==> config.mk <==
export PLATFORM = sky130hd
export DESIGN_NAME = spi_poly_frontend_mp
export DESIGN_NICKNAME = d
export VERILOG_FILES = /design/src/rtl/gpu_frontend_pkg.sv /design/src/rtl/spi_frame_rx.sv /design/src/rtl/spi_poly_frontend_mp.sv
export SDC_FILE = /design/constraint.sdc
export NUM_CORES = 1
export LEC_CHECK = 0
export ABC_AREA = 1
export CAP_MARGIN = 20
export CELL_PAD_IN_SITES_DETAIL_PLACEMENT = 0
export CELL_PAD_IN_SITES_GLOBAL_PLACEMENT = 1
export CORE_MARGIN = 2
export CORE_UTILIZATION = 25
export DETAILED_ROUTE_END_ITERATION = 8
export PLACE_DENSITY_LB_ADDON = 0.1
export RECOVER_POWER = 100
export SYNTH_ARGS = -nofsm -noshare
export SYNTH_HDL_FRONTEND = slang
export SYNTH_SLANG_ARGS = --single-unit
==> constraint.sdc <==
create_clock -name clk -period 1.7 [get_ports clk]
set_input_delay 0.17 -clock clk [delete_from_list [all_inputs] [get_ports clk]]
set_output_delay 0.17 -clock clk [all_outputs]
set_load 0.05 [all_outputs]
==> src/rtl/gpu_frontend_pkg.sv <==
// Shared definitions for the SPI scene frontend.
//  - SPI command byte codes
//  - op_e: decoded command class used by the scene register block
//  - frame_bits(): frame length for a given payload width (command byte plus
//    the payload rounded up to whole bytes)
package gpu_frontend_pkg;

  localparam logic [7:0] CMD_WRITE_BASE  = 8'h80;  // | poly index
  localparam logic [7:0] CMD_CLEAR_BASE  = 8'h40;  // | poly index
  localparam logic [7:0] CMD_CLEAR_ALL   = 8'h3F;
  localparam logic [7:0] CMD_SCREEN_ON   = 8'h21;
  localparam logic [7:0] CMD_SCREEN_OFF  = 8'h20;
  localparam logic [7:0] CMD_SET_BG      = 8'h01;
  localparam logic [7:0] CMD_READ_ID     = 8'h00;
  localparam logic [7:0] CMD_READ_STATUS = 8'h02;

  typedef enum logic [2:0] {
    OP_NONE,
    OP_WRITE,
    OP_CLEAR,
    OP_CLEAR_ALL,
    OP_SCREEN_ON,
    OP_SCREEN_OFF,
    OP_SET_BG
  } op_e;

  function automatic int frame_bits(input int pay_w);
    return 8 + 8 * ((pay_w + 7) / 8);
  endfunction

endpackage

==> src/rtl/spi_frame_rx.sv <==
// SPI mode-0 frame receiver, LSB first, in the clk domain.
//  clk, rst_n      system clock, synchronous active-low reset
//  cs_in, sck_in,  raw asynchronous SPI pins
//  mosi_in
//  accept_en       bit-accept gate (blanking window / screen off)
//  frame           received bits, bit k = k-th bit received
//  frame_done      1-clk pulse: frame complete, frame bus holds all bits
//  cmd_byte_valid  1-clk pulse: frame[7:0] holds the command byte
//  sck_fall        synchronised SCK falling edge
//  cs_high         synchronised chip-select deasserted
//  frame_err       1-clk pulse: CS rose with a partial frame
module spi_frame_rx
  import gpu_frontend_pkg::*;
#(
  parameter int FRAME_BITS = 56
) (
  input  logic                  clk,
  input  logic                  rst_n,
  input  logic                  cs_in,
  input  logic                  sck_in,
  input  logic                  mosi_in,
  input  logic                  accept_en,
  output logic [FRAME_BITS-1:0] frame,
  output logic                  frame_done,
  output logic                  cmd_byte_valid,
  output logic                  sck_fall,
  output logic                  cs_high,
  output logic                  frame_err
);

  localparam int CNT_W = $clog2(FRAME_BITS + 1);
  localparam logic [CNT_W-1:0] CNT_MAX  = CNT_W'(FRAME_BITS);
  localparam logic [CNT_W-1:0] CNT_LAST = CNT_W'(FRAME_BITS - 1);
  localparam logic [CNT_W-1:0] CNT_CMD  = CNT_W'(7);

  logic [1:0]       cs_s, mosi_s;
  logic [2:0]       sck_s;
  logic [CNT_W-1:0] cnt;
  logic             armed;
  logic             sck_rise, bit_take;

  assign sck_rise = (sck_s[2:1] == 2'b01);
  assign sck_fall = (sck_s[2:1] == 2'b10);
  assign cs_high  = cs_s[1];
  // armed is only set by an observed CS-high, so a frame cut by reset
  // cannot resume from bit 0 with its remaining bits.
  assign bit_take = sck_rise & ~cs_high & armed & accept_en & (cnt < CNT_MAX);

  always_ff @(posedge clk) begin
    if (!rst_n) begin
      cs_s           <= '0;
      mosi_s         <= '0;
      sck_s          <= '0;
      cnt            <= '0;
      frame          <= '0;
      armed          <= 1'b0;
      frame_done     <= 1'b0;
      cmd_byte_valid <= 1'b0;
      frame_err      <= 1'b0;
    end else begin
      cs_s           <= {cs_s[0], cs_in};
      mosi_s         <= {mosi_s[0], mosi_in};
      sck_s          <= {sck_s[1:0], sck_in};
      frame_done     <= 1'b0;
      cmd_byte_valid <= 1'b0;
      frame_err      <= 1'b0;
      if (cs_high) begin
        cnt       <= '0;
        frame     <= '0;
        armed     <= 1'b1;
        frame_err <= (cnt != '0) && (cnt < CNT_MAX);
      end else if (bit_take) begin
        frame[cnt]     <= mosi_s[1];
        cnt            <= cnt + 1'b1;
        // pulses line up with the cycle where cnt first shows the new count
        frame_done     <= (cnt == CNT_LAST);
        cmd_byte_valid <= (cnt == CNT_CMD);
      end
    end
  end

endmodule

==> src/rtl/spi_poly_frontend_mp.sv <==
// SPI command frontend holding scene state for NUM_POLY polygons.
//  clk, rst_n         system clock, synchronous active-low reset
//  cs_in/sck_in/mosi_in  raw SPI pins (mode 0, LSB first)
//  en_load            blanking window; bits accepted when 1 or screen off
//  miso_out, miso_oe  readback data and its output enable
//  bg_color_out       background colour
//  poly_color, v{0,1,2}_x, v{0,1,2}_y, poly_depth
//                     packed per-polygon fields, polygon i in slice i
//  poly_en            per-polygon enable
//  en_screen          screen enable
//  frame_err          1-clk pulse on a truncated frame
module spi_poly_frontend_mp
  import gpu_frontend_pkg::*;
#(
  parameter int         NUM_POLY  = 4,
  parameter int         X_W       = 7,
  parameter int         Y_W       = 6,
  parameter int         COLOR_W   = 6,
  parameter int         DEPTH_W   = 3,
  parameter logic [7:0] DEVICE_ID = 8'hB6
) (
  input  logic                        clk,
  input  logic                        rst_n,
  input  logic                        cs_in,
  input  logic                        sck_in,
  input  logic                        mosi_in,
  input  logic                        en_load,
  output logic                        miso_out,
  output logic                        miso_oe,
  output logic [COLOR_W-1:0]          bg_color_out,
  output logic [NUM_POLY*COLOR_W-1:0] poly_color,
  output logic [NUM_POLY*X_W-1:0]     v0_x,
  output logic [NUM_POLY*X_W-1:0]     v1_x,
  output logic [NUM_POLY*X_W-1:0]     v2_x,
  output logic [NUM_POLY*Y_W-1:0]     v0_y,
  output logic [NUM_POLY*Y_W-1:0]     v1_y,
  output logic [NUM_POLY*Y_W-1:0]     v2_y,
  output logic [NUM_POLY*DEPTH_W-1:0] poly_depth,
  output logic [NUM_POLY-1:0]         poly_en,
  output logic                        en_screen,
  output logic                        frame_err
);

  localparam int PAY_W      = COLOR_W + 3*X_W + 3*Y_W + DEPTH_W;
  localparam int FRAME_BITS = frame_bits(PAY_W);

  logic [FRAME_BITS-1:0] frame;
  logic frame_done, cmd_byte_valid, sck_fall, cs_high;

  spi_frame_rx #(.FRAME_BITS(FRAME_BITS)) u_rx (
    .clk            (clk),
    .rst_n          (rst_n),
    .cs_in          (cs_in),
    .sck_in         (sck_in),
    .mosi_in        (mosi_in),
    .accept_en      (en_load | ~en_screen),
    .frame          (frame),
    .frame_done     (frame_done),
    .cmd_byte_valid (cmd_byte_valid),
    .sck_fall       (sck_fall),
    .cs_high        (cs_high),
    .frame_err      (frame_err)
  );

  // ---- command / payload decode ----
  logic [7:0]                cmd;
  logic [3:0]                idx;
  logic                      idx_ok;
  logic [PAY_W-1:0]          pay;
  logic [COLOR_W-1:0]        p_color;
  logic [2:0][X_W-1:0]       p_x;
  logic [2:0][Y_W-1:0]       p_y;
  logic [DEPTH_W-1:0]        p_depth;
  op_e                       op;

  assign cmd    = frame[7:0];
  assign idx    = cmd[3:0];
  assign idx_ok = int'(idx) < NUM_POLY;
  assign pay    = frame[8 +: PAY_W];

  always_comb begin
    p_color = pay[0 +: COLOR_W];
    p_depth = pay[COLOR_W + 3*X_W + 3*Y_W +: DEPTH_W];
    for (int j = 0; j < 3; j++) begin
      p_x[j] = pay[COLOR_W + j*X_W +: X_W];
      p_y[j] = pay[COLOR_W + 3*X_W + j*Y_W +: Y_W];
    end
  end

  always_comb begin
    op = OP_NONE;
    if (cmd[7:4] == CMD_WRITE_BASE[7:4] && idx_ok)      op = OP_WRITE;
    else if (cmd[7:4] == CMD_CLEAR_BASE[7:4] && idx_ok) op = OP_CLEAR;
    else begin
      case (cmd)
        CMD_CLEAR_ALL:  op = OP_CLEAR_ALL;
        CMD_SCREEN_ON:  op = OP_SCREEN_ON;
        CMD_SCREEN_OFF: op = OP_SCREEN_OFF;
        CMD_SET_BG:     op = OP_SET_BG;
        default:        op = OP_NONE;   // reads and unknown codes
      endcase
    end
  end

  // ---- scene registers ----
  logic [NUM_POLY-1:0][COLOR_W-1:0]   color_q;
  logic [2:0][NUM_POLY-1:0][X_W-1:0]  vx_q;
  logic [2:0][NUM_POLY-1:0][Y_W-1:0]  vy_q;
  logic [NUM_POLY-1:0][DEPTH_W-1:0]   depth_q;

  always_ff @(posedge clk) begin
    if (!rst_n) begin
      color_q      <= '0;
      vx_q         <= '0;
      vy_q         <= '0;
      depth_q      <= '0;
      poly_en      <= '0;
      en_screen    <= 1'b0;
      bg_color_out <= '0;
    end else if (frame_done) begin
      case (op)
        OP_WRITE, OP_CLEAR: begin
          for (int i = 0; i < NUM_POLY; i++) begin
            if (idx == 4'(i)) begin
              color_q[i] <= (op == OP_WRITE) ? p_color : '0;
              depth_q[i] <= (op == OP_WRITE) ? p_depth : '0;
              poly_en[i] <= (op == OP_WRITE);
              for (int j = 0; j < 3; j++) begin
                vx_q[j][i] <= (op == OP_WRITE) ? p_x[j] : '0;
                vy_q[j][i] <= (op == OP_WRITE) ? p_y[j] : '0;
              end
            end
          end
        end
        OP_CLEAR_ALL: begin
          color_q <= '0;
          vx_q    <= '0;
          vy_q    <= '0;
          depth_q <= '0;
          poly_en <= '0;
        end
        OP_SCREEN_ON:  en_screen    <= 1'b1;
        OP_SCREEN_OFF: en_screen    <= 1'b0;
        OP_SET_BG:     bg_color_out <= p_color;
        default: ;
      endcase
    end
  end

  assign poly_color = color_q;
  assign v0_x       = vx_q[0];
  assign v1_x       = vx_q[1];
  assign v2_x       = vx_q[2];
  assign v0_y       = vy_q[0];
  assign v1_y       = vy_q[1];
  assign v2_y       = vy_q[2];
  assign poly_depth = depth_q;

  // ---- MISO readback ----
  // Loaded once the command byte is in; each SCK fall presents the next bit,
  // so the host samples bit n of the reply on rising edge 8+n. Zeros shift
  // in behind, leaving miso_out at 0 after the eighth bit.
  logic [7:0] tx;
  logic [7:0] status;

  assign status = 8'({en_screen, poly_en});

  always_ff @(posedge clk) begin
    if (!rst_n || cs_high) begin
      tx       <= '0;
      miso_out <= 1'b0;
      miso_oe  <= 1'b0;
    end else if (cmd_byte_valid && (cmd == CMD_READ_ID || cmd == CMD_READ_STATUS)) begin
      tx      <= (cmd == CMD_READ_ID) ? DEVICE_ID : status;
      miso_oe <= 1'b1;
    end else if (sck_fall && miso_oe) begin
      miso_out <= tx[0];
      tx       <= {1'b0, tx[7:1]};
    end
  end

endmodule

== After elaboration in Yosys (flattened, before gate mapping) ==
Cells that the tools add are included.
Widths: inputs -> output; s select.

* Bits in latches: 0
* Memories kept: 0
* Bits in registers: 286
* Bits of input ports: 6
* RAM bits: 0
* Logic and storage cells: 174
* Bits in read-only memories: 0

* Divide/modulo/power cells: 0
* Bitwise operators: 10
* Reductions and logical operators: 26
* $lt $le $gt $ge: 4
* Equal/unequal tests: 24
* $mul: 0
* Shift-type cells: 0
* Mux-type cells: 59
* Add/subtract/negate cells: 1

{| class="wikitable"
|+ Operators with widths
! kind !! number
|-
| $pmux 84 s2 || 1
|-
| $pmux 72 s2 || 1
|-
| $mux 6 || 20
|-
| $mux 7 || 15
|-
| $bwmux 56 || 1
|-
| $pmux 24 s2 || 1
|-
| $eq 8x6->1 const B || 3
|-
| $mux 8 || 3
|-
| $pmux 12 s2 || 1
|-
| $mux 3 || 7
|-
| $pmux 3 s4 || 1
|-
| $reduce_and 3->1 || 4
|-
| $eq 3x3->1 const B || 3
|-
| $eq 4x2->1 const B || 2
|-
| $eq 8x1->1 const B || 1
|-
| $eq 8x2->1 const B || 1
|-
| $logic_not 8->1 || 1
|-
| $ne 2x2->1 const B || 4
|-
| $pmux 4 s2 || 1
|-
| $reduce_and 2->1 || 4
|-
| $lt 6x7->1 const B || 1
|-
| $add 6x1->6 const B || 1
|-
| $demux 1 s6 || 1
|-
| $eq 3x2->1 const B || 2
|-
| 24 further kinds || 44
|}

== Depth between registers and ports, before layout ==
* Word-level depth: 8
* Gate-level depth with buffers: 12
* Gate-level depth less buffers: 9

== Cells and area by module ==
Synthesis repeated with hierarchy kept, for this count alone.

* Cell total of the unflattened synthesis: 2113
* Area, all modules: 13365.3 µm²

{| class="wikitable"
|+ Modules (own cells, without submodules)
! module !! area each (µm²) !! times used !! cells each
|-
| spi_poly_frontend_mp || 9928.3 || 1 || 1592
|-
| spi_frame_rx || 3437.0 || 1 || 521
|}

== Least setup slack after synthesis ==
OpenSTA, ideal clock, no wires.

* Path type: flip-flop to flip-flop
* Start point: register en_screen
* End point: register u_rx.cnt[0]
* Arrival time: 1.563 ns
* Cell stages (with the launch flop): 8
* Setup time: 0.129 ns
* Setup slack: 0.008 ns
* Cell sequence: dfxtp_1 > nand2_1 > nand2_1 > nor2_1 > buf_2 > buf_4 > o21ai_0 > a21oi_1

* Word-level cells in the longest chain between the ends: 4

{| class="wikitable"
|+ Ends and longest elaborated chain
! what !! line !! source
|-
| from (decl) || spi_poly_frontend_mp.sv:40 || <nowiki>output logic en_screen,</nowiki>
|-
| from (signal assigned) || spi_poly_frontend_mp.sv:118 || <nowiki>en_screen <= 1'b0;</nowiki>
|-
| from (signal assigned) || spi_poly_frontend_mp.sv:142 || <nowiki>OP_SCREEN_ON: en_screen <= 1'b1;</nowiki>
|-
| from (signal assigned) || spi_poly_frontend_mp.sv:143 || <nowiki>OP_SCREEN_OFF: en_screen <= 1'b0;</nowiki>
|-
| $not 1->1 || spi_poly_frontend_mp.sv:56 || <nowiki>.accept_en (en_load | ~en_screen),</nowiki>
|-
| $or 1x1->1 || spi_poly_frontend_mp.sv:56 ||
|-
| $and 1x1->1 (2 in series) || spi_frame_rx.sv:47 || <nowiki>assign bit_take = sck_rise & ~cs_high & armed & accept_en & (cnt < CNT_MAX);</nowiki>
|-
| to (signal assigned) || spi_frame_rx.sv:74 || <nowiki>cnt <= cnt + 1'b1;</nowiki>
|-
| to (decl) || spi_frame_rx.sv:38 || <nowiki>logic [CNT_W-1:0] cnt;</nowiki>
|}

No other way between the ends.
A chain may end at the register's enable or synchronous reset.

== Worst setup path in the final report ==
* Start point: register u_rx.frame[2]
* End point: register vx_q (netlist bit v2_x[10])

* Word-level cells in the longest chain between the ends: 8

{| class="wikitable"
|+ Ends and longest elaborated chain
! what !! line !! source
|-
| from (decl) || spi_frame_rx.sv:23 || <nowiki>output logic [FRAME_BITS-1:0] frame,</nowiki>
|-
| from (signal, indexed assignment) || spi_frame_rx.sv:73 || <nowiki>frame[cnt] <= mosi_s[1];</nowiki>
|-
| $eq 8x1->1, or another cell as far along || spi_poly_frontend_mp.sv:95 || <nowiki>case (cmd)</nowiki>
|-
| $pmux 3 s4 or $logic_and 1x1->1 (tied branches) || spi_poly_frontend_mp.sv:95, spi_poly_frontend_mp.sv:93 ||
|-
| $mux 3 || spi_poly_frontend_mp.sv:93 || <nowiki>else if (cmd[7:4] == CMD_CLEAR_BASE[7:4] && idx_ok) op = OP_CLEAR;</nowiki>
|-
| $mux 3 || spi_poly_frontend_mp.sv:92 || <nowiki>if (cmd[7:4] == CMD_WRITE_BASE[7:4] && idx_ok) op = OP_WRITE;</nowiki>
|-
| $eq 3x1->1 or $eq 3x2->1 (tied branches) || spi_poly_frontend_mp.sv:121, spi_poly_frontend_mp.sv:129 ||
|-
| $mux 7 or $reduce_or 2->1 (tied branches) || spi_poly_frontend_mp.sv:129, spi_poly_frontend_mp.sv:121 ||
|-
| $mux 7, or another cell as far along || spi_poly_frontend_mp.sv:124 || <nowiki>if (idx == 4'(i)) begin</nowiki>
|-
| $pmux 84 s2 or $reduce_and 3->1 (tied branches) || - ||
|-
| to (signal, indexed assignment) || spi_poly_frontend_mp.sv:129 || <nowiki>vx_q[j][i] <= (op == OP_WRITE) ? p_x[j] : '0;</nowiki>
|-
| to (decl) || spi_poly_frontend_mp.sv:107 || <nowiki>logic [2:0][NUM_POLY-1:0][X_W-1:0] vx_q;</nowiki>
|}

Parallel ways exist; a longest one is shown, timed or not. The select of a mux whose other input is x is not followed.

==> reports/results.ini <==
[global_route]
grt_first_pass_wirelength_um=79750
grt_overflow=0
grtUsageMet2_pct=30.16
track_usage_pct=18.20
grtUsageMet1_pct=24.55
grt_max_degree=111
grt_busiest_layer=met2
antenna_found_initial=0
grtUsageMet3_pct=3.205
grt_pass1_vias=13230

[setup_path]
cp.arrival_ps=2210
rrSetupSlack_ps=-60
path_class=reg2reg
end_kind=flip-flop
required_ps=2150
critPathMaxFanout=8
worst_setup_path_start_kind=flip-flop

[clock_network]
cts_buffers=38
h-tree-depth=2
clk_pin_slew_ps=60
clock_sinks=286
root_buffer=clkbuf_16
cts_tree=done
cts_buffer_depth=3
clk-insertion-delay-late_ps=570

[power]
leakagePower_nw=9.144
power.density_nw_per_um2=763.3
ir_worst_vdd_v=0.0005391

[floorplan]
core.rowCount=85
initial_core_util_pct=25.36
core_um2=53920
io_pins=212
dieArea_um2=56590
die_h_um=237.9
dieWidth_um=237.9

[synth]
avgSynthCellArea_um2=6.430
ys_seq_area_share_pct=41.86
ys_ff_latch=286
synth_nets=2135
synthesis.area_um2=13680
ys_warn_count=0
synthCells=2127
ys_types=32

[worst_hold_path]
min_path_type=in2reg

[final_layout]
drive_gt1_share_pct=20.33
seq_area_um2=5744
n_antenna_cell=0
final_cells=3150
syn2layout_area_growth_pct=42.93
fillers=5809
multi_input_area_um2=5884
fin_nets=2437

[route]
detail-route-antenna-nets=0
vias_per_cell=4.451
vias=14020
routed_wl_um=56170
drt_iter0_markers=950
drt_pass1_iterations=5
drc=0
wire_per_inst_um=17.83

[timing]
slew_headroom_pct=60.01
skew_ps=39.09
clock.fmax_mhz=567.0
finalCriticalPeriod_ps=1764
setup_violations=144
fin_hold_ws_ps=109.9
rsz0062_at_grt=yes
slew_violations=0
tightestPinTransition_ps=599.8
hold_viol_final=0
fin_crit_sh_pct=103.7
fin_ws_ps=-63.65

[status]
violations=negative setup slack
status=complete, but fails checks

[placement]
placed_cells=3032
gp_congestion=0.7942
place_hpwl_um=33200
portBuffers=211

[flow_run]
maxCapViolCount=0

==> through the flow <==
| step | setup TNS [ps] | worst slack [ps] | area, um2 | total power [mW] | util, % |
|---|---|---|---|---|---|
| after floorplan | 0 | 7.936 | 13680 | 7.091 | - |
| final | -3366 | -63.65 | 19550 | 14.92 | 36.25 |
| after detailed placement | -8485 | -79.08 | 17180 | 7.210 | 31.85 |
| after global placement | -2967 | -67.57 | 17180 | 7.212 | 31.85 |
| after global routing | -22750 | -157.5 | 19550 | 15.51 | 36.25 |
| after CTS | -394.2 | -36.33 | 18810 | 15.22 | 34.88 |
==> flip-flops by register name (all words and copies together), names as in the netlist, 12 cells and up <==
| name | cells |
|---|---|
| poly_color | 24 |
| poly_depth | 12 |
| u_rx.frame | 56 |
| v0_x | 28 |
| v0_y | 24 |
| v1_x | 28 |
| v1_y | 24 |
| v2_x | 28 |
| v2_y | 24 |
==> cells by family after synthesis <==
kind of cell	synth area share [%]
compound gates	3.431
xor+xnor	0.06405
fa+ha+maj	0.1829
buf+inv	17.13
flops	41.86
simple gates	37.33
==> worst max-delay path, stage by stage (launching register included) <==
cell and delay, ps:
dfxtp_4 350, nor2_4 190, nand2_2 90, a21oi_4 180
buf_6 150, nand2_8 70, nand3_4 90, buf_12 190
clkbuf_16 200, nand2_1 50, inv_1 50, nor2_1 30
==> cells in the mapped netlist (all sizes together) <==
cell    instances  area share (%)
xor2            1           0.064
dfxtp         286              42
nor2          298             8.3
clkbuf         70             1.9
a31oi           1           0.046
buf            80             2.9
nand3          56             2.2
o21ai          43             1.6
nor4            1           0.046
a21oi          41             1.6
o21a            1           0.055
ha              2            0.18
clkinv          3           0.082
nand4         252              12
a311oi          1           0.064
nor3           26            0.99
nand2         517              14
inv           445              12
o31ai           1           0.055
a21boi          1           0.055
nand3b          1           0.055
==> cell type report <==
class	instances	share of cell area (%)
clock buffer	63	6.016
clock inverter	2	0.07040
inverter	448	8.641
multi-input combinational	1243	30.10
sequential	286	29.38
tap	696	4.455
timing repair buffer	412	21.33
==> placed cells by master, fill, tap and decap left out, types with 3 or more instances in the layout <==
master / netlist / final
nand3_4: 0 / 7
o21ai_1: 1 / 4
nand3_1: 52 / 48
buf_16: 0 / 7
buf_4: 9 / 260
o21ai_0: 42 / 39
a21oi_1: 40 / 40
buf_8: 0 / 4
nor2_1: 296 / 291
nand4_1: 252 / 252
dfxtp_4: 0 / 3
inv_1: 431 / 409
inv_2: 14 / 34
nand2_1: 513 / 475
dfxtp_1: 286 / 277
buf_12: 0 / 41
nand2_2: 4 / 30
nor3_1: 25 / 25
nor2_2: 1 / 4
buf_6: 1 / 14
clkdlybuf4s50_1: 0 / 4
clkinv_1: 3 / 3
nor2_4: 1 / 3
dfxtp_2: 0 / 6
dlygate4sd2_1: 0 / 67
nand2_4: 0 / 11
clkbuf_1: 70 / 13
clkbuf_8: 0 / 11
clkbuf_16: 0 / 53
==> worst paths after layout <==
check | end | cells past startpoint | from
worst max register to register | v2_x[10]$_SDFFE_PN0P_ | 11 | u_rx.frame[2]$_SDFFE_PP0P_
worst max-delay path | v2_x[10]$_SDFFE_PN0P_ | 11 | u_rx.frame[2]$_SDFFE_PP0P_
worst min-delay path | u_rx.mosi_s[1]$_SDFF_PN0_ | 4 | rst_n
worst min register to register | u_rx.sck_s[1]$_SDFF_PN0_ | 2 | u_rx.sck_s[0]$_SDFF_PN0_
==> timing repair <==
action                                  in CTS  in global routing
resized for setup                           94                110
endpoints found under the hold margin        2                  0
hold buffers                                 1                  0
pin swaps                                    5                 21
gates cloned                                 9                 18
endpoints found under the setup margin     255                251
setup buffers                               17                 13
==> report_power, final <==
group          leakage, nW  internal (mW)  switching [mW]
clock                0.583           4.68            3.18
sequential            2.31           6.71         0.00479
combinational         6.25          0.110           0.235
total                 9.14           11.5            3.42
==> per-layer routing <==
layer	share of wire (%)	routed length, um	vias up
met3	4.9	2751	62
met4	1.9	1075	0
met1	46	26040	6490
met5	0	0	-
li1	-	-	7166
met2	47	26310	304
(Power assumes the default switching activity.)
